<file path="src/rtl/bullet_pool_sequencer_pkg.sv">
// Shared definitions for the bullet pipeline (sequencer and plotter).
//   SCREEN_W / SCREEN_H : visible raster size in pixels
//   X_W / Y_W           : coordinate widths
//   BULLET_H            : bullet sprite height; the plotter draws rows y..y-(BULLET_H-1)
//   seq_state_t         : sequencer FSM states
//   clamp_base_y        : raises a spawn y to the smallest legal base y
package bullet_pool_sequencer_pkg;

    localparam int SCREEN_W = 320;
    localparam int SCREEN_H = 240;
    localparam int X_W      = 9;
    localparam int Y_W      = 8;
    localparam int BULLET_H = 4;

    typedef enum logic [2:0] {
        S_IDLE,
        S_ERASE_SC,
        S_ERASE_WT,
        S_MOVE,
        S_DRAW_SC,
        S_DRAW_WT
    } seq_state_t;

    function automatic logic [Y_W-1:0] clamp_base_y(input logic [Y_W-1:0] y,
                                                     input logic [Y_W-1:0] y_min);
        return (y < y_min) ? y_min : y;
    endfunction

endpackage

</file>
<file path="src/rtl/bullet_pool_sequencer_slot_finder.sv">
// bullet_slot_finder: combinational slot encoders for the bullet pool.
//   scan_mask  : slots that still need plotting
//   scan_start : lowest slot index to consider
//   scan_found / scan_idx : lowest set bit of scan_mask at or above scan_start
//   used_mask  : slots that are occupied
//   free_found / free_idx : lowest clear bit of used_mask
module bullet_slot_finder #(
    parameter  int N     = 4,
    localparam int IDX_W = $clog2(N)
) (
    input  logic [N-1:0]     scan_mask,
    input  logic [IDX_W-1:0] scan_start,
    output logic             scan_found,
    output logic [IDX_W-1:0] scan_idx,
    input  logic [N-1:0]     used_mask,
    output logic             free_found,
    output logic [IDX_W-1:0] free_idx
);

    always_comb begin
        scan_found = 1'b0;
        scan_idx   = '0;
        free_found = 1'b0;
        free_idx   = '0;
        for (int unsigned i = 0; i < N; i++) begin
            if (!scan_found && scan_mask[i] && (i >= 32'(scan_start))) begin
                scan_found = 1'b1;
                scan_idx   = IDX_W'(i);
            end
            if (!free_found && !used_mask[i]) begin
                free_found = 1'b1;
                free_idx   = IDX_W'(i);
            end
        end
    end

endmodule

</file>
<file path="src/rtl/bullet_pool_sequencer.sv">
// bullet_pool_sequencer: owns the live player bullets and, once per frame, erases them,
// moves them up, retires those past the top, spawns one pending fire, and redraws them.
// Each erase/draw is a single plotter transaction over plot_en / plot_done.
//   clk, resetn            : clock, async active-low reset
//   frame_tick             : 1-cycle pulse starting a frame update
//   fire, fire_x, fire_y   : 1-cycle spawn request with its position
//   kill_valid, kill_idx   : retire a slot (collision)
//   plot_done              : plotter done (high while plot_en is low)
//   plot_en/x/y/colour     : registered plotter request (colour 1 = draw, 0 = erase)
//   active_mask            : slot valid bits
//   busy                   : frame update in progress
//   overrun                : sticky, frame_tick seen while busy
module bullet_pool_sequencer
    import bullet_pool_sequencer_pkg::*;
#(
    parameter  int NUM_BULLETS = 4,
    parameter  int Y_STEP      = 2,
    parameter  int Y_MIN       = 3,
    localparam int IDX_W       = $clog2(NUM_BULLETS)
) (
    input  logic                   clk,
    input  logic                   resetn,
    input  logic                   frame_tick,
    input  logic                   fire,
    input  logic [X_W-1:0]         fire_x,
    input  logic [Y_W-1:0]         fire_y,
    input  logic                   kill_valid,
    input  logic [IDX_W-1:0]       kill_idx,
    input  logic                   plot_done,
    output logic                   plot_en,
    output logic [X_W-1:0]         plot_x,
    output logic [Y_W-1:0]         plot_y,
    output logic                   plot_colour,
    output logic [NUM_BULLETS-1:0] active_mask,
    output logic                   busy,
    output logic                   overrun
);

    localparam logic [Y_W-1:0]   RETIRE_BELOW = Y_W'(Y_MIN + Y_STEP);
    localparam logic [Y_W-1:0]   STEP         = Y_W'(Y_STEP);
    localparam logic [Y_W-1:0]   MIN_Y        = Y_W'(Y_MIN);
    localparam logic [IDX_W-1:0] LAST_IDX     = IDX_W'(NUM_BULLETS - 1);

    seq_state_t             state, state_d;
    logic [IDX_W-1:0]       idx, idx_d;
    logic                   plot_en_d, plot_colour_d, overrun_d;
    logic [X_W-1:0]         plot_x_d;
    logic [Y_W-1:0]         plot_y_d;
    logic [NUM_BULLETS-1:0] valid, valid_d, survive;
    logic [X_W-1:0]         slot_x   [NUM_BULLETS];
    logic [X_W-1:0]         slot_x_d [NUM_BULLETS];
    logic [Y_W-1:0]         slot_y   [NUM_BULLETS];
    logic [Y_W-1:0]         slot_y_d [NUM_BULLETS];
    logic                   pend_valid, pend_valid_d;
    logic [X_W-1:0]         pend_x, pend_x_d;
    logic [Y_W-1:0]         pend_y, pend_y_d;

    logic                   scan_found, free_found;
    logic [IDX_W-1:0]       scan_idx, free_idx;

    // Slots still alive after this frame's retirement; the spawn slot is chosen from these.
    always_comb begin
        survive = valid;
        for (int unsigned i = 0; i < NUM_BULLETS; i++) begin
            if (slot_y[i] < RETIRE_BELOW) survive[i] = 1'b0;
        end
    end

    bullet_slot_finder #(.N(NUM_BULLETS)) u_finder (
        .scan_mask  (valid),
        .scan_start (idx),
        .scan_found (scan_found),
        .scan_idx   (scan_idx),
        .used_mask  (survive),
        .free_found (free_found),
        .free_idx   (free_idx)
    );

    always_comb begin
        state_d       = state;
        idx_d         = idx;
        plot_en_d     = plot_en;
        plot_x_d      = plot_x;
        plot_y_d      = plot_y;
        plot_colour_d = plot_colour;
        valid_d       = valid;
        slot_x_d      = slot_x;
        slot_y_d      = slot_y;
        pend_valid_d  = pend_valid;
        pend_x_d      = pend_x;
        pend_y_d      = pend_y;
        overrun_d     = overrun | (frame_tick && (state != S_IDLE));

        case (state)
            S_IDLE: begin
                if (frame_tick) begin
                    state_d = S_ERASE_SC;
                    idx_d   = '0;
                end
            end
            S_ERASE_SC, S_DRAW_SC: begin
                if (scan_found) begin
                    idx_d         = scan_idx;
                    plot_x_d      = slot_x[scan_idx];
                    plot_y_d      = slot_y[scan_idx];
                    plot_colour_d = (state == S_DRAW_SC);
                    plot_en_d     = 1'b1;
                    state_d       = (state == S_DRAW_SC) ? S_DRAW_WT : S_ERASE_WT;
                end else begin
                    state_d = (state == S_DRAW_SC) ? S_IDLE : S_MOVE;
                end
            end
            S_ERASE_WT, S_DRAW_WT: begin
                if (plot_en && plot_done) begin
                    plot_en_d = 1'b0;
                    if (idx == LAST_IDX) begin
                        state_d = (state == S_DRAW_WT) ? S_IDLE : S_MOVE;
                    end else begin
                        idx_d   = idx + IDX_W'(1);
                        state_d = (state == S_DRAW_WT) ? S_DRAW_SC : S_ERASE_SC;
                    end
                end
            end
            S_MOVE: begin
                valid_d = survive;
                for (int unsigned i = 0; i < NUM_BULLETS; i++) begin
                    if (survive[i]) slot_y_d[i] = slot_y[i] - STEP;
                end
                if (pend_valid) begin
                    pend_valid_d = 1'b0;
                    if (free_found) begin
                        valid_d[free_idx]  = 1'b1;
                        slot_x_d[free_idx] = pend_x;
                        slot_y_d[free_idx] = clamp_base_y(pend_y, MIN_Y);
                    end
                end
                idx_d   = '0;
                state_d = S_DRAW_SC;
            end
            default: state_d = S_IDLE;
        endcase

        // A fire in the MOVE cycle is newer than the one consumed there, so it stays pending.
        if (fire) begin
            pend_valid_d = 1'b1;
            pend_x_d     = fire_x;
            pend_y_d     = fire_y;
        end
        // Applied last so a kill overrides the MOVE update and spawn for the same slot.
        if (kill_valid) valid_d[kill_idx] = 1'b0;
    end

    always_ff @(posedge clk or negedge resetn) begin
        if (!resetn) begin
            state       <= S_IDLE;
            idx         <= '0;
            plot_en     <= 1'b0;
            plot_x      <= '0;
            plot_y      <= '0;
            plot_colour <= 1'b0;
            overrun     <= 1'b0;
            valid       <= '0;
            pend_valid  <= 1'b0;
            pend_x      <= '0;
            pend_y      <= '0;
            for (int unsigned i = 0; i < NUM_BULLETS; i++) begin
                slot_x[i] <= '0;
                slot_y[i] <= '0;
            end
        end else begin
            state       <= state_d;
            idx         <= idx_d;
            plot_en     <= plot_en_d;
            plot_x      <= plot_x_d;
            plot_y      <= plot_y_d;
            plot_colour <= plot_colour_d;
            overrun     <= overrun_d;
            valid       <= valid_d;
            pend_valid  <= pend_valid_d;
            pend_x      <= pend_x_d;
            pend_y      <= pend_y_d;
            slot_x      <= slot_x_d;
            slot_y      <= slot_y_d;
        end
    end

    assign active_mask = valid;
    assign busy        = (state != S_IDLE);

endmodule

</file>
<file path="config.mk">
export PLATFORM = sky130hd
export DESIGN_NAME = bullet_pool_sequencer
export DESIGN_NICKNAME = d
export VERILOG_FILES = /design/src/rtl/bullet_pool_sequencer_pkg.sv /design/src/rtl/bullet_pool_sequencer_slot_finder.sv /design/src/rtl/bullet_pool_sequencer.sv
export SDC_FILE = /design/constraint.sdc
export NUM_CORES = 1
export LEC_CHECK = 0
export CORE_MARGIN = 2
export CORE_UTILIZATION = 34
export CTS_BUF_LIST = sky130_fd_sc_hd__clkbuf_16
export DETAILED_ROUTE_END_ITERATION = 6
export PLACE_DENSITY = 0.61
export SYNTH_ARGS = -nofsm -noshare
export SYNTH_HDL_FRONTEND = slang
export SYNTH_HIERARCHICAL = 1
export SYNTH_SLANG_ARGS = --single-unit
</file>
<file path="constraint.sdc">
create_clock -name clk -period 4.47 [get_ports clk]
set_clock_uncertainty 0.1 [all_clocks]
set_input_delay 1.1175 -clock clk [delete_from_list [all_inputs] [get_ports clk]]
set_output_delay 1.1175 -clock clk [all_outputs]
set_load 0.05 [all_outputs]
</file>
### After elaboration in Yosys (flattened, before gate mapping)

Index checks and enable logic that the tools add are counted.
Widths: inputs -> output; s select.

* flip-flop bits (word level): 115
* bits of input ports: 25
* output and inout bits: 25
* word-level logic and storage cells: 157

* $add $sub $neg: 5
* $lt $le $gt $ge: 15
* equality and inequality tests: 10
* multiplexer cells: 68
* bitwise gates (word level): 6
* reductions and logical operators: 34

Operator list (count)
* $mux 8: 12
* $mux 32: 2
* $bwmux 36: 1
* $bwmux 32: 1
* $lt 8x3->1 const B: 4
* $sub 8x2->8 const B: 4
* $mux 9: 3
* $mux 1: 20
* $mux 2: 10
* $bmux 9 s2: 1
* $demux 9 s2: 1
* $mux 3: 6
* $bmux 8 s2: 1
* $demux 8 s2: 1
* $mux 4: 4
* $logic_and 1x1->1: 14
* $pmux 3 s4: 1
* $logic_not 1->1: 8
* $lt 8x2->1 const B: 1
* $ne 2x2->1 const B: 4
* $pmux 2 s4: 1
* $eq 3x2->1 const B: 2
* $eq 3x3->1 const B: 2
* $ge 3x3->1 const B: 2
* other kinds (23): 32

### Longest topological paths before layout

Gate-level depths: netlist (run 1).

* word-level depth: 21
* gate-level depth with buffers: 10
* mapped depth without buffers: 9

### Hierarchy

Netlist (run 1), hierarchy kept.

Modules (own cells, without submodules)
* bullet_pool_sequencer: times used 1, cells an instance 516, area each 6070.8 um2, sequential area each 2877.8 um2
* bullet_slot_finder: times used 1, cells an instance 20, area each 107.6 um2, sequential area each 0.0 um2

### Worst setup path before layout (run 1)

OpenSTA, ideal clock, no wires.

* kind: flip-flop to flip-flop
* start point: reg slot_y[6] in the netlist's numbering
* end point: reg slot_x[4] in the netlist's numbering
* setup time: 125 ps
* arrival: 2946 ps
* required time: 4245 ps
* setup slack: 1299 ps
* cell stages (with the launch flop): 10
* path buffers: 1
* period minus slack after synthesis: 3171 ps
* cells stage by stage: dfrtp_1 or3_1 o31ai_4 inv_1 nand2b_1 a21boi_0 nand4_1 nor2_1 buf_4 mux2_2

* longest elaborated chain between the ends: 11
* elaborated cells on any way between the ends: 14
* those cells by class: order compare: 3; mux: 6; bitwise: 1; reduce/logical: 4

RTL lines
* from (decl): RTL line bullet_pool_sequencer.sv:52 `logic [Y_W-1:0] slot_y [NUM_BULLETS];`
* from (signal assigned): RTL line bullet_pool_sequencer.sv:183 `slot_y <= slot_y_d;`
* $lt 8x3->1 (*): RTL line bullet_pool_sequencer.sv:65 `if (slot_y[i] < RETIRE_BELOW) survive[i] = 1'b0;`
* $mux 1 (*): RTL line bullet_pool_sequencer.sv:65
* named net survive[3]: RTL line bullet_pool_sequencer.sv:49 `logic [NUM_BULLETS-1:0] valid, valid_d, survive;`
* $logic_not 1->1 (*): RTL line bullet_pool_sequencer_slot_finder.sv:30 `if (!free_found && !used_mask[i]) begin`
* $logic_and 1x1->1 (*): RTL line bullet_pool_sequencer_slot_finder.sv:30
* $mux 2 (*): RTL line bullet_pool_sequencer_slot_finder.sv:30
* named net free_idx[0]: RTL line bullet_pool_sequencer.sv:59 `logic [IDX_W-1:0] scan_idx, free_idx;`
* $not 2->3 (implied by the code) (*): RTL line bullet_pool_sequencer.sv:133 `slot_x_d[free_idx] = pend_x;`
* $ge 3x3->1 (implied by the code) / $lt 3x1->1 (equally long branches): RTL line bullet_pool_sequencer.sv:133
* $logic_and 1x1->1 (implied by the code): RTL line bullet_pool_sequencer.sv:133
* $mux 9 (implied by the code): RTL line bullet_pool_sequencer.sv:133
* $demux 9 s2 (*): RTL line bullet_pool_sequencer.sv:133
* $bwmux 36 (*): RTL line bullet_pool_sequencer.sv:133
* to (signal assigned): RTL line bullet_pool_sequencer.sv:182 `slot_x <= slot_x_d;`
* to (decl): RTL line bullet_pool_sequencer.sv:50 `logic [X_W-1:0] slot_x [NUM_BULLETS];`

Mark *: on every way through the listed nets, which the timed path passes. The rest lies on a longest branch.
A chain may end at the register's enable or synchronous reset.

### Worst setup path after layout (run 1)

* start point: reg slot_y[14] in the netlist's numbering
* end point: reg slot_x[15] in the netlist's numbering

* longest elaborated chain between the ends: 14
* elaborated cells on any way between the ends: 18
* those cells by class: order compare: 3; mux: 8; bitwise: 1; reduce/logical: 6

RTL lines (RTL line)
* $lt 8x3->1 (*): bullet_pool_sequencer.sv:65
* $mux 1 (*): bullet_pool_sequencer.sv:65
* named net survive[2]: bullet_pool_sequencer.sv:49
* $logic_not 1->1 (*): bullet_pool_sequencer_slot_finder.sv:30
* $logic_and 1x1->1 (*): bullet_pool_sequencer_slot_finder.sv:30
* $mux 1: bullet_pool_sequencer_slot_finder.sv:30
* $logic_not 1->1: bullet_pool_sequencer_slot_finder.sv:30
* $logic_and 1x1->1: bullet_pool_sequencer_slot_finder.sv:30
* $mux 2 (*): bullet_pool_sequencer_slot_finder.sv:30
* named net free_idx[1]: bullet_pool_sequencer.sv:59
* $not 2->3 (implied by the code) (*): bullet_pool_sequencer.sv:133
* $ge 3x3->1 (implied by the code) / $lt 3x1->1 (equally long branches): bullet_pool_sequencer.sv:133
* $logic_and 1x1->1 (implied by the code): bullet_pool_sequencer.sv:133
* $mux 9 (implied by the code): bullet_pool_sequencer.sv:133
* $demux 9 s2 (*): bullet_pool_sequencer.sv:133
* $bwmux 36 (*): bullet_pool_sequencer.sv:133

Marked as above.

==> results.txt, run 1 <==
Min Clock Period, post-route = 3570 ps
Final hold vios = 0
Later-pin clock latency in the skew report = 410 ps
Final Cycle Share = 0.799
Post-synth EDFFs = 0
Sequential fraction of the synthesis area = 0.466
Top post-synthesis cells by area = dfrtp_1 (47%), mux2_2 (13%), mux4_2 (5.8%)
Crit-path max FO = 14
Routed wire length = 16100 um
Seq cells post-synth = 115
Worst vdd ir = 0.000287 V
Clk sinks = 115
Die Height = 139 um
Pwr/cell area = 330 nW/um^2
Vias in the first global route = 4715
Post-route ant nets = 0
YS warnings = 6
Iter 0 DRT Violations = 397
H-tree depth = 4
Netlist cell types = 74
Mapped cell area = 6180 um^2
# Max-Cap Violations = 0
Final design area excluding fillers = 7450 um^2
Initial antenna violation count = 0
Fillers = 1668
Via count = 4649
CP top delay family = simple AND/OR/NAND/NOR gates
Largest stage delay on the critical path = 620 ps
Maximum clock frequency = 280 MHz
RSZ-0062 raised after global routing = false
Slew HR = 0.330
Die area = 19300 um^2
Longest Clk Path Bufs = 2
CTS Buf Count = 17
Final setup fails = 0
Setup bufs post-CTS = 0
GRT Residual Overflow = 0
Top Ports = 50
Core area = 17900 um^2
Post-CTS Resized = 0
Setup Crit Path Kind = reg -> reg
PortBufs = 49
Global-route usage over all layers = 0.172
Cts hold-fix bufs = 0
Share of cells above drive strength 1 = 0.244
Area grow syn2layout = 20.6%
Fin nets = 613
Count leader, synth = dfrtp_1
Pre-Repair DR Iteration Count = 5
Cells along the critical path = or4_4 -> o31ai_4 -> inv_1 -> a21oi_1 -> nand4b_1 -> nor2_1 -> buf_4 -> mux2_2
Largest net degree at the start of global routing = 74
Clock Pin Slew Worst Setup and Hold Paths = 50 ps
Chip Width = 139 um
Starting Density = 0.345
Crit path DAT = 3770 ps
CP endpoint kind = flip-flop
DP Wirelength = 10900 um
Drt via density = 5.64
Setup TNS = 0 ps
Slew Limit Fails = 0
Startpoint types = flip-flop
Worst Hold Class = reg -> reg
Area leader, netlist = dfrtp_1
FP Rows = 49
Worst-Margin Slew = 1010 ps
Async SR Flop Fraction = 1.00
Syn nets = 567
Global-route wire length before repair = 26200 um
Run status = completed
Residual DRC = 0
Top_reg_cell synth = dfrtp_1
Worst Path Required = 4670 ps
Routed len/inst = 19.5 um
Post-Synthesis Cells = 536
Clock root buffer = clkbuf_16
LEAKAGE = 0.00312 uW
Most instantiated cells after synthesis = dfrtp_1 (115), mux2_2 (72), nor2_1 (29)
CP max stage cell = or4_4
Ant diodes = 0
Share of the synthesized area in the top cell type = 0.466
Area after DPL = 6880 um^2
Mean Syn Cell Area = 11.5 um^2
GP Congestion = 0.894
WP buf/inv = 2
TritonCTS clock tree = built
==> layout make-up <==
type                       instances  area, um^2  area share
timing repair buffer              60         583      0.0783
inverter                          25        93.8      0.0126
clock buffer                      17         425      0.0571
tap                              229         287      0.0385
multi-input combinational        363        3040       0.408
clock inverter                    15         144      0.0193
sequential                       115        2880       0.386
==> cells by family after synthesis <==
| group | synth area share |
|---|---|
| DFF | 0.466 |
| AOI/OAI and AO/OA | 0.176 |
| buffers and inverters | 0.0427 |
| and+or+nand+nor | 0.105 |
| muxes | 0.199 |
| adders and majority gates | 0.0122 |
==> registers in the layout (all words and copies together) (netlist names) <==
register,cells
active_mask,4
idx,2
overrun,1
pend_valid,1
pend_x,9
pend_y,8
plot_colour,1
plot_en,1
plot_x,9
plot_y,8
slot_x,36
slot_y,32
state,3
==> cell usage in the layout, fill, tap and decap left out, types with 10 or more instances in the layout <==
cell type	n
nand2_1	23
a211oi_1	10
mux4_2	16
a31oi_1	10
inv_1	25
a21oi_1	27
mux2_2	72
nor2_1	29
buf_4	11
clkdlybuf4s50_1	48
dfrtp_1	115
clkbuf_16	17
a2bb2oi_1	11
o21ai_0	28
==> metal layers <==
metal	wire, um	GRT usage
met1	7150	0.228
met3	876	0.0421
met4	298	0.0606
met5	0	0
met2	7730	0.275
==> final timing paths <==
path	from	endpoint	slack, ps	cells after the start
setup / recovery	slot_y[14]	slot_x[15]	900	8
hold / removal	overrun	overrun	360	1
setup reg to reg	slot_y[14]	slot_x[15]	900	8
hold reg to reg	overrun	overrun	360	1
max in group asynchronous	resetn	pend_x[4]	2840	2
min in group asynchronous	resetn	pend_x[0]	610	1
==> through the flow <==
step / setup slack [ps] / power (uW) / hold slack (ps) / util / instances
after floorplan: 1300 / 1120 / 362 / - / 536
after global placement: 1040 / 1180 / 341 / 0.384 / 792
after detailed placement: 896 / 1190 / 349 / 0.384 / 792
after CTS: 884 / 2490 / 362 / 0.416 / 824
after global routing: 648 / 2550 / 373 / 0.416 / 824
final: 899 / 2460 / 355 / 0.416 / 824
==> power by group <==
group          internal, uW  switching, uW  total (uW)
combinational          38.6           41.2        79.9
clock                   811            484        1300
sequential             1060           27.2        1080
Power figures use the tool's default switching activity.
==> run 2: changes to the inputs <==
--- a/config.mk
+++ b/config.mk
@@ -9,7 +9,7 @@
 export CORE_UTILIZATION = 34
 export CTS_BUF_LIST = sky130_fd_sc_hd__clkbuf_16
 export DETAILED_ROUTE_END_ITERATION = 6
-export PLACE_DENSITY = 0.61
+export PLACE_DENSITY = 0.63
 export SYNTH_ARGS = -nofsm -noshare
 export SYNTH_HDL_FRONTEND = slang
 export SYNTH_HIERARCHICAL = 1
==> constraint.sdc (replaced) <==
create_clock -name clk -period 3.19 [get_ports clk]
set_clock_uncertainty 0.1 [all_clocks]
set_input_delay 0.7975 -clock clk [delete_from_list [all_inputs] [get_ports clk]]
set_output_delay 0.7975 -clock clk [all_outputs]
set_load 0.05 [all_outputs]
==> run 2 against run 1 <==
  * Final cell count grew 3.8%
  * Via count grew 3.5%
  * Sequential share of layout area shrank 1.5 points
  * Global-route usage grew 0.21 points
  * Sequential power grew 41%
  * Combinational power grew 43%
  * Die area is the same
  * Power grew 44%
  * Core utilization grew 1.7 points
  * Largest power group unchanged
==> results.txt, run 2 (synthesis results as in run 1) <==
Run status = completed (unchanged)
Final Cycle Share = 0.961 (was 0.799)
Min Clock Period, post-route = 3070 ps (was 3570 ps)
Setup TNS = 0 ps (unchanged)
Drt via density = 5.63 (was 5.64)
Top Registers = slot_x (36), slot_y (32) (unchanged)
Pwr/cell area = 458 nW/um^2 (was 330 nW/um^2)
Maximum clock frequency = 326 MHz (was 280 MHz)
GRT Residual Overflow = 0 (unchanged)
TritonCTS clock tree = built (unchanged)
FP Rows = 49 (unchanged)
Pre-Repair DR Iteration Count = 5 (unchanged)
Starting Density = 0.345 (unchanged)
Global-route wire length before repair = 26300 um (was 26200 um)
Slew Limit Fails = 0 (unchanged)
Setup slack after placement = 153 ps (was 896 ps)
M1 GR Usage = 0.219 (was 0.228)
Ant diodes = 0 (unchanged)
Crit-path max FO = 11 (was 14)
Setup Crit Path Kind = reg -> reg (unchanged)
Met3 usage = 0.0404 (was 0.0421)
Residual DRC = 0 (unchanged)
GRT busiest layer = met2 (unchanged)
GP Congestion = 0.873 (was 0.894)
Longest Clk Path Bufs = 2 (unchanged)
Vias in the first global route = 4911 (was 4715)
Cells along the critical path = or3_1 -> o31ai_4 -> inv_1 -> nand2b_1 -> a21boi_0 -> buf_4 -> nand4b_1 -> nor2_1 -> buf_12 -> mux2_2 (was or4_4 -> o31ai_4 -> inv_1 -> a21oi_1 -> nand4b_1 -> nor2_1 -> buf_4 -> mux2_2)
CP max stage cell = or3_1 (was or4_4)
Max reg flops = 36 (unchanged)
Part of the power in combinational logic = 0.032 (about the same)
RSZ-0062 raised after global routing = false (unchanged)
Via count = 4813 (was 4649)
Cts hold-fix bufs = 0 (unchanged)
Worst vdd ir = 0.000472 V (was 0.000287 V)
Crit path DAT = 3260 ps (was 3770 ps)
GRT met2 Usage = 0.286 (was 0.275)
Routed wire length = 16300 um (was 16100 um)
Core area = 17900 um^2 (unchanged)
Clock Pin Slew Worst Setup and Hold Paths = 60 ps (was 50 ps)
CP endpoint kind = flip-flop (unchanged)
Die Height = 139 um (unchanged)
Net Sw Frac = 0.237 (was 0.225)
Clock share of power = 0.539 (was 0.527)
Largest register by flop count = slot_x (unchanged)
FF-to-FF path depth = 10 (was 8)
Largest net degree at the start of global routing = 53 (was 74)
Fillers = 1692 (was 1668)
# Max-Cap Violations = 0 (unchanged)
Global-route usage over all layers = 0.174 (was 0.172)
Area grow syn2layout = 25.5% (was 20.6%)
Worst Hold Class = in -> async (was reg -> reg)
LEAKAGE = 0.00331 uW (was 0.00312 uW)
Die area = 19300 um^2 (unchanged)
Final setup fails = 0 (unchanged)
Fin worst setup slack = 124 ps (was 899 ps)
Largest stage delay on the critical path = 440 ps (was 620 ps)
Later-pin clock latency in the skew report = 410 ps (about the same)
Cell internal pwr = 2710 uW (was 1910 uW)
H-tree depth = 4 (unchanged)
CTS Buf Count = 17 (unchanged)
Initial antenna violation count = 0 (unchanged)
Top Ports = 50 (unchanged)
Clk sinks = 115 (unchanged)
Worst Path Required = 3380 ps (was 4670 ps)
Clock root buffer = clkbuf_16 (unchanged)
Post-route ant nets = 0 (unchanged)
Worst-Margin Slew = 777 ps (was 1010 ps)
Startpoint types = flip-flop (unchanged)
Fin nets = 644 (was 613)
Routed len/inst = 19.1 um (was 19.5 um)
Chip Width = 139 um (unchanged)
Slew HR = 0.480 (was 0.330)
PortBufs = 49 (unchanged)
Commonest non-fill, non-tap cell in the layout = dfrtp_1 (unchanged)
Final hold vios = 0 (unchanged)
Iter 0 DRT Violations = 312 (was 397)
Most frequent cells in the layout = dfrtp_1 (115), mux2_2 (72), clkdlybuf4s50_1 (48) (unchanged)
Share of cells above drive strength 1 = 0.288 (was 0.244)
DP Wirelength = 11600 um (was 10900 um)
Register share of total power = 0.428 (was 0.441)
Psw = 842 uW (was 552 uW)
[run 2: changes by cell type in the layout (fill, tap and decap cells not counted)]
cell	before	now
a21oi_2	1	2
a21oi_1	27	26
inv_1	25	24
buf_4	11	39
clkinv_2	1	0
clkinv_1	2	0
buf_12	1	4
clkinvlp_4	5	1
inv_8	0	1
inv_6	1	8
[run 2: timing repair]
| item | in CTS | in global routing |
|---|---|---|
| endpoints found under the setup margin | 0 | 4 |
| gates resized for setup | 0 | 1 |
| buffers inserted | 0 | 0 |
[run 2: final cells by class]
cell class / instances / area [um^2] / area share
timing repair buffer: 91 / 853 / 0.110
sequential: 115 / 2880 / 0.371
tap: 229 / 287 / 0.0370
multi-input combinational: 363 / 3040 / 0.393
clock buffer: 17 / 425 / 0.0549
inverter: 25 / 93.8 / 0.0121
clock inverter: 15 / 170 / 0.0220
[run 2: metal layers]
layer	share of wire	vias up
met1	0.42	2421
met4	0.025	0
met5	0	-
met3	0.062	28
met2	0.49	163
li1	-	2201
[run 2: path summary, 6_finish.rpt]
kind                       startpoint          to  slack [ps]
hold / removal                 resetn  slot_y[23]         260
min in group clk              overrun     overrun         350
setup reg to reg            slot_y[5]  slot_x[19]         120
hold reg to reg               overrun     overrun         350
setup / recovery            slot_y[5]  slot_x[19]         120
max in group asynchronous      resetn  slot_x[10]        1940
[run 2: worst max-delay path, delay by kind of cell (launching register included)]
family          cells  cell delay, ps
simple gates        4            1080
buf+inv             3             500
compound gates      2             480
flops               1             420
mux                 1             340
[run 2: through the flow]
stage          power [uW]  area, um^2  cells  utilization  hold slack, ps
2_1_floorplan        1570        6180    536            -             362
3_3_place_gp         1660        7150    823        0.399             343
3_5_place_dp         1670        7150    823        0.399             344
4_1_cts              3600        7750    855        0.433             267
5_1_grt              3680        7750    855        0.433             295
6_report             3550        7750    855        0.433             261
[run 2: power by group through the flow]
stage               combinational, uW  clock (uW)  sequential (uW)
floorplan                        39.7           0             1530
global placement                  116           0             1550
detailed placement                118           0             1550
CTS                               119        1960             1520
global route                      128        2030             1520
finish                            114        1920             1520
==> run 3: changes to the inputs <==
--- a/config.mk
+++ b/config.mk
@@ -7,7 +7,6 @@
 export LEC_CHECK = 0
 export CORE_MARGIN = 2
 export CORE_UTILIZATION = 34
-export CTS_BUF_LIST = sky130_fd_sc_hd__clkbuf_16
 export DETAILED_ROUTE_END_ITERATION = 6
 export PLACE_DENSITY = 0.63
 export SYNTH_ARGS = -nofsm -noshare
==> run 3 against run 2 <==
  * Sequential power hardly changed
  * Setup slack about the same
  * Critical path depth unchanged
  * Final cell count is the same
  * Largest power group unchanged
  * Critical endpoint unchanged
  * Via count unchanged
  * Cell area unchanged
==> results.txt, run 3 (synthesis results as in run 1) <==
Run status = completed (unchanged)
FP Rows = 49 (unchanged)
Routed wire length = 16300 um (about the same)
Largest register by flop count = slot_x (unchanged)
Crit path DAT = 3260 ps (about the same)
DR top layer = met4 (unchanged)
Slew Limit Fails = 0 (unchanged)
Final Cycle Share = 0.961 (about the same)
Min Clock Period, post-route = 3070 ps (about the same)
Placed cell count = 823 (unchanged)
Top Registers = slot_x (36), slot_y (32) (unchanged)
Clock root buffer = clkbuf_16 (unchanged)
Area grow syn2layout = 25.5% (unchanged)
Final hold vios = 0 (unchanged)
Max reg flops = 36 (unchanged)
Global-route usage over all layers = 0.174 (unchanged)
Die area = 19300 um^2 (unchanged)
Fin nets = 644 (unchanged)
Non-filler instance count after layout = 855 (unchanged)
Later-pin clock latency in the skew report = 410 ps (about the same)
Startpoint types = flip-flop (unchanged)
Top Ports = 50 (unchanged)
Maximum clock frequency = 326 MHz (unchanged)
Setup bufs post-CTS = 0 (unchanged)
Fillers = 1692 (unchanged)
Cells along the critical path = or3_1 -> o31ai_4 -> inv_1 -> nand2b_1 -> a21boi_0 -> buf_4 -> nand4b_1 -> nor2_1 -> buf_12 -> mux2_2 (unchanged)
PortBufs = 49 (unchanged)
Largest stage delay on the critical path = 440 ps (about the same)
# Max-Cap Violations = 0 (unchanged)
Residual DRC = 0 (unchanged)
Ant diodes = 0 (unchanged)
Crit-path max FO = 11 (unchanged)
Met2 WL = 8040 um (was 8050 um)
Iter 0 DRT Violations = 312 (unchanged)
Most frequent cells in the layout = dfrtp_1 (115), mux2_2 (72), clkdlybuf4s50_1 (48) (unchanged)
Drt via density = 5.63 (unchanged)
Pwr/cell area = 459 nW/um^2 (was 458 nW/um^2)
Post-route ant nets = 0 (unchanged)
Psw = 842 uW (about the same)
H-tree depth = 4 (unchanged)
Fin Hold WS = 261 ps (about the same)
Starting Density = 0.345 (unchanged)
GP Congestion = 0.873 (unchanged)
Worst Path Required = 3380 ps (about the same)
Longest Clk Path Bufs = 2 (unchanged)
Worst Hold Class = in -> async (unchanged)
Setup Crit Path Kind = reg -> reg (unchanged)
Worst-Margin Slew = 777 ps (about the same)
CP endpoint kind = flip-flop (unchanged)
Final setup fails = 0 (unchanged)
Slew HR = 0.480 (about the same)
DP Wirelength = 11600 um (unchanged)
Clock Pin Slew Worst Setup and Hold Paths = 60 ps (about the same)
RSZ-0062 raised after global routing = false (unchanged)
TritonCTS clock tree = built (unchanged)
WL met3 = 1010 um (unchanged)
Fin util = 0.433 (unchanged)
Via count = 4813 (unchanged)
Net Sw Frac = 0.237 (about the same)
GRT Residual Overflow = 0 (unchanged)
Initial antenna violation count = 0 (unchanged)
WL met1 = 6840 um (was 6830 um)
Die Height = 139 um (unchanged)
Final design area excluding fillers = 7750 um^2 (unchanged)
Cell internal pwr = 2710 uW (about the same)
Routed len/inst = 19.1 um (about the same)
Vias in the first global route = 4911 (unchanged)
Chip Width = 139 um (unchanged)
CP max stage cell = or3_1 (unchanged)
Clock share of power = 0.540 (was 0.539)
Largest net degree at the start of global routing = 53 (unchanged)
Worst vdd ir = 0.000472 V (about the same)
LEAKAGE = 0.00331 uW (about the same)
Setup TNS = 0 ps (unchanged)
Core area = 17900 um^2 (unchanged)
Pre-Repair DR Iteration Count = 5 (unchanged)
Area after DPL = 7150 um^2 (unchanged)
Clk sinks = 115 (unchanged)
CTS Buf Count = 17 (unchanged)
Global-route wire length before repair = 26300 um (unchanged)
Part of the power in combinational logic = 0.032 (about the same)
Register share of total power = 0.428 (about the same)
Share of cells above drive strength 1 = 0.288 (unchanged)
Commonest non-fill, non-tap cell in the layout = dfrtp_1 (unchanged)
[run 3: per-stage QoR]
stage	worst slack (ps)	total power, uW
global placement	222	1660
detailed placement	153	1670
CTS	146	3600
global route	10.6	3680
floorplan	19.3	1570
finish	124	3550
[run 3: worst max-delay path, delay by kind of cell, from the launching register on]
| family | cells | cell delay (ps) |
|---|---|---|
| and+or+nand+nor | 4 | 1080 |
| buffers and inverters | 3 | 500 |
| AOI/OAI and AO/OA | 2 | 480 |
| DFF | 1 | 420 |
| muxes | 1 | 340 |
[run 3: what timing repair did]
item | 4_1_cts | 5_1_grt
hold buffers | 0 | 0
setup endpoints to repair | 0 | 4
resized for setup | 0 | 1
[run 3: power by group through the flow]
stage	Sequential (uW)	Combinational [uW]	Clock (uW)
final	1520	114	1920
after global routing	1520	128	2030
after CTS	1520	119	1960
after detailed placement	1550	118	0
after global placement	1550	116	0
after floorplan	1530	39.7	0
[run 3: path summary, 6_finish.rpt]
path / from / to / slack, ps / cells after the start
max: slot_y[5] / slot_x[19] / 120 / 10
min: resetn / slot_y[23] / 260 / 1
max reg2reg: slot_y[5] / slot_x[19] / 120 / 10
min reg2reg: overrun / overrun / 350 / 1
max in group asynchronous: resetn / slot_x[10] / 1940 / 2
min in group clk: overrun / overrun / 350 / 1
[run 3: layer usage]
metal | GRT usage | up-vias
met1 | 0.219 | 2420
met2 | 0.286 | 163
met4 | 0.0760 | 0
met5 | 0 | -
met3 | 0.0404 | 28
li1 | - | 2202
[run 3: layout make-up]
class,count,area (um^2),area share
multi-input cells,363,3040,0.393
repair buffers,91,853,0.110
well taps,229,287,0.0370
inverters,25,93.8,0.0121
clock buffers,18,429,0.0554
flip-flops and latches,115,2880,0.371
clock inverters,14,166,0.0215
==> RTL change 1, RTL diff (settings of run 3) <==
Register the input `kill_valid` before use, without a reset. The logic sees it one clock later. The other inputs are not delayed to match.
--- a/src/rtl/bullet_pool_sequencer.sv
+++ b/src/rtl/bullet_pool_sequencer.sv
@@ -40,6 +40,12 @@
     localparam logic [Y_W-1:0]   STEP         = Y_W'(Y_STEP);
     localparam logic [Y_W-1:0]   MIN_Y        = Y_W'(Y_MIN);
     localparam logic [IDX_W-1:0] LAST_IDX     = IDX_W'(NUM_BULLETS - 1);
+
+    logic kill_valid_q;
+
+    always_ff @(posedge clk) begin
+        kill_valid_q <= kill_valid;
+    end
 
     seq_state_t             state, state_d;
     logic [IDX_W-1:0]       idx, idx_d;
@@ -147,7 +153,7 @@
             pend_y_d     = fire_y;
         end
         // Applied last so a kill overrides the MOVE update and spawn for the same slot.
-        if (kill_valid) valid_d[kill_idx] = 1'b0;
+        if (kill_valid_q) valid_d[kill_idx] = 1'b0;
     end
 
     always_ff @(posedge clk or negedge resetn) begin
Formal check against the unedited RTL: not equivalent (Yosys sat finds a counterexample within 4 cycles, from zero or initial values and one cycle with resetn low).
==> RTL change 1 against run 3 <==
- count of clock-buffer cells in the layout grew 2
- cell area is essentially flat
- synthesized area shrank 0.26%
- routed wire length grew 0.96%
- setup slack gained 0.033 ns
- total power grew 5.9%
- non-clock buffer count shrank 5
- largest cell class unchanged
- sequential cell count grew 1
==> RTL change 1: results (changes against run 3) <==
[global_routing]
grt_pass1_wl_um=26600  ; +0.91%
use_met1=0.229  ; +0.0105
met3_usage=0.0387  ; -0.00173
grtUsageTotal=0.173  ; -0.000959

[cells_and_area]
clkCellAreaFrac=0.0847  ; +0.00787
nFillCells=1648  ; -2.6%
num-nonclk-buffers=86  ; -5.5%
layout.nonclk_buf_frac=0.104  ; -0.00651
clock_buffers=20  ; +2

[sta]
setup_ws_ns=0.157  ; +0.0334 ns
tightest_slew_ns=0.718  ; -0.0595 ns

[power]
p_leak_uw=0.00333  ; +0.53%
p_per_area_mw_per_mm2=485  ; +5.9%
irDropWorstVdd_v=0.000435  ; -7.7%

[place]
gp_congestion=0.922  ; +5.7%
placed_area_mm2=0.00708  ; -1.1%
dp_hpwl_um=11400  ; -1.9%

[routing]
first_pass_iters=4  ; -1

[critical_path]
cp.arrival_ns=3.23  ; -0.03 ns
worst_path_largest_cell_delay_ns=0.60  ; +0.16 ns
r2r-end=slot_y[26]
critPathSlowestCell=or4_4

[synth]
synth_area_per_cell_um2=11.2  ; -3.0%
synth-compound-area-share=0.144  ; -0.0316
ys_ff_latch=116  ; +0.87%

[run_status]
status=finished, final reports clean

RTL change 1: cell types whose count changed after synthesis, sizes merged, moves of 4 or more:
cell            run 3  this run
a2bb2oi            11         6
a32oi               1         5
a21oi              28        33
mux2               72        66
or4                 2         6
nand3               8        13
nand2              23        49
a211oi             10         3
a31oi              10         1
nor4                3         9
RTL change 1: power breakdown:
part | total, uW | internal (uW) | switching [uW]
logic | 111 | 54.6 | 56.3
clock network | 2120 | 1430 | 690
registers | 1530 | 1490 | 40.2
RTL change 1: layer usage:
layer	part of all wire	wire length [um]	vias to the layer above
li1	-	-	2221
met1	0.44	7300	2478
met2	0.48	7850	192
met3	0.057	937	32
met4	0.023	371	0
met5	0	0	-
RTL change 1: per-stage QoR:
step	power [uW]	instances	hold WS, ns
after global placement	1670	830	0.348
after CTS	3800	862	0.314
after detailed placement	1670	830	0.353
after global routing	3870	865	0.343
after floorplan	1580	551	0.341
final	3760	865	0.301
==> RTL change 2, RTL diff (settings of run 3) <==
Without the edit above. `NUM_BULLETS`: 4 -> 8.
--- a/src/rtl/bullet_pool_sequencer.sv
+++ b/src/rtl/bullet_pool_sequencer.sv
@@ -13,7 +13,7 @@
 module bullet_pool_sequencer
     import bullet_pool_sequencer_pkg::*;
 #(
-    parameter  int NUM_BULLETS = 4,
+    parameter  int NUM_BULLETS = 8,
     parameter  int Y_STEP      = 2,
     parameter  int Y_MIN       = 3,
     localparam int IDX_W       = $clog2(NUM_BULLETS)
Interface: changed (resized active_mask and kill_idx); port bits go from 50 to 55. No check against the original RTL was run, so the function may have changed too.
==> RTL change 2 against run 3 <==
- total power rose to 3.4 times the old value
- core utilization is 2.3 points higher
- synthesized area grew 73%
- worst hold slack worse by 0.046 ns
- setup slack got worse by 0.10 ns
- sequential cell count is 73 higher
- cell area up 81%
- routed wire length grew 120%
- largest power group is now combinational logic
- highest routed layer unchanged
==> RTL change 2: results (changes against run 3) <==
[cells_and_area]
top_regs=slot_x (72), slot_y (64)
nFillCells=2843  ; +68%
drive_above_1_share=0.315  ; +0.0279
layout.nets=1273  ; +98%
final_core_util=0.456  ; +0.0230

[routing]
met3WireLength_um=2260  ; +120%
via_per_inst=5.78  ; +2.7%
met2_length_um=16500  ; +110%
drtIter0Drc=861  ; +180%
met1_length_um=15400  ; +130%
wire_per_inst_um=21.4  ; +12%

[place]
placed_cells=1593  ; +94%
place_ws_ns=-0.218  ; -0.372 ns
gp_congestion=0.930  ; +6.6%
numPortBuffers=54  ; +10%

[power]
irDropWorstVdd_v=0.000392  ; -17%
p_int_uw=6830  ; +150%
p_leak_uw=0.00604  ; +82%

[global_routing]
grt_pass1_wl_um=54100  ; +110%
met3_usage=0.0307  ; -0.00971
use_met1=0.297  ; +0.0780
grtUsageTotal=0.211  ; +0.0378
grt_max_degree=85  ; +60%
met2_usage=0.335  ; +0.0490

[critical_path]
worst_path_largest_cell_delay_ns=0.57  ; +0.13 ns
critPathSlowestCell=or4_4
worstPathMaxFanout=9  ; -2
crit_end=slot_x[64]
ff2ff_setup_slack_ns=0.02  ; -0.10 ns
timing.rr.start=slot_y[31]
crit_start=slot_y[31]

[cts]
clock_latency_ns=0.45  ; +0.04 ns
path_clk_slew_ns=0.09  ; +0.03 ns

[sta]
fin_crit_sh=0.993  ; +0.0314
hold_ws_ns=0.215  ; -0.0459 ns
slew-limit-headroom=0.505  ; +0.0255

[run_status]
status=finished, final reports clean

[synth]
syn_nets=1093  ; +93%
synth_seq_area_share=0.439  ; -0.0264
synth.area.top_cells=dfrtp_1, mux2_2, mux4_2
synth_area_per_cell_um2=10.1  ; -12%

==> RTL change 2: cell types whose count changed after synthesis, moves of 17 or more <==
cell      delta
nand2_1    +106
dfrtp_1     +73
nor2_1      +33
a21oi_1     +30
clkbuf_1    +24
o21ai_0     +24
mux2i_1     +22
nor3_1      +21
nand3_1     +20
buf_2       +19
inv_1       +17
mux4_2      +17
==> RTL change 2: cell families after synthesis <==
family,Yosys count,synth area share
XOR/XNOR,1,0.000818
AND/OR/NAND/NOR,352,0.166
adder cells (fa/ha/maj),11,0.0129
multiplexers,125,0.165
buffers and inverters,122,0.0486
flip-flops,188,0.439
AO/OA/AOI/OAI,257,0.168
==> RTL change 2: power by group through the flow <==
stage               Clock, uW  Sequential [uW]  Combinational (uW)
floorplan                   0             3780                3150
global placement            0             3410                5820
detailed placement          0             3430                5890
CTS                      2350             3390                5970
global route             2450             3480                6720
finish                   2310             3410                6310
==> RTL change 2: worst max-delay path, delay by kind of cell, from the launching register on <==
family	cells	cell delay, ns
flip-flops	1	0.39
buffers and inverters	4	0.57
AO/OA/AOI/OAI	4	0.64
AND/OR/NAND/NOR	3	1.05
multiplexers	1	0.34
==> RTL change 2: layout make-up <==
cell class | instances | area (um^2) | area share
multi-input combinational | 746 | 5820 | 0.414
sequential | 188 | 4700 | 0.335
timing repair buffer | 240 | 2220 | 0.158
tap | 396 | 495 | 0.0352
clock buffer | 17 | 425 | 0.0303
clock inverter | 15 | 226 | 0.0161
inverter | 43 | 164 | 0.0117
==> RTL change 2: repair_timing <==
action / 4_1_cts / 5_1_grt
resized for setup: 9 / 104
pin swaps: 2 / 33
cloned: 1 / 3
setup endpoints to repair: 87 / 123
buffers inserted: 4 / 14
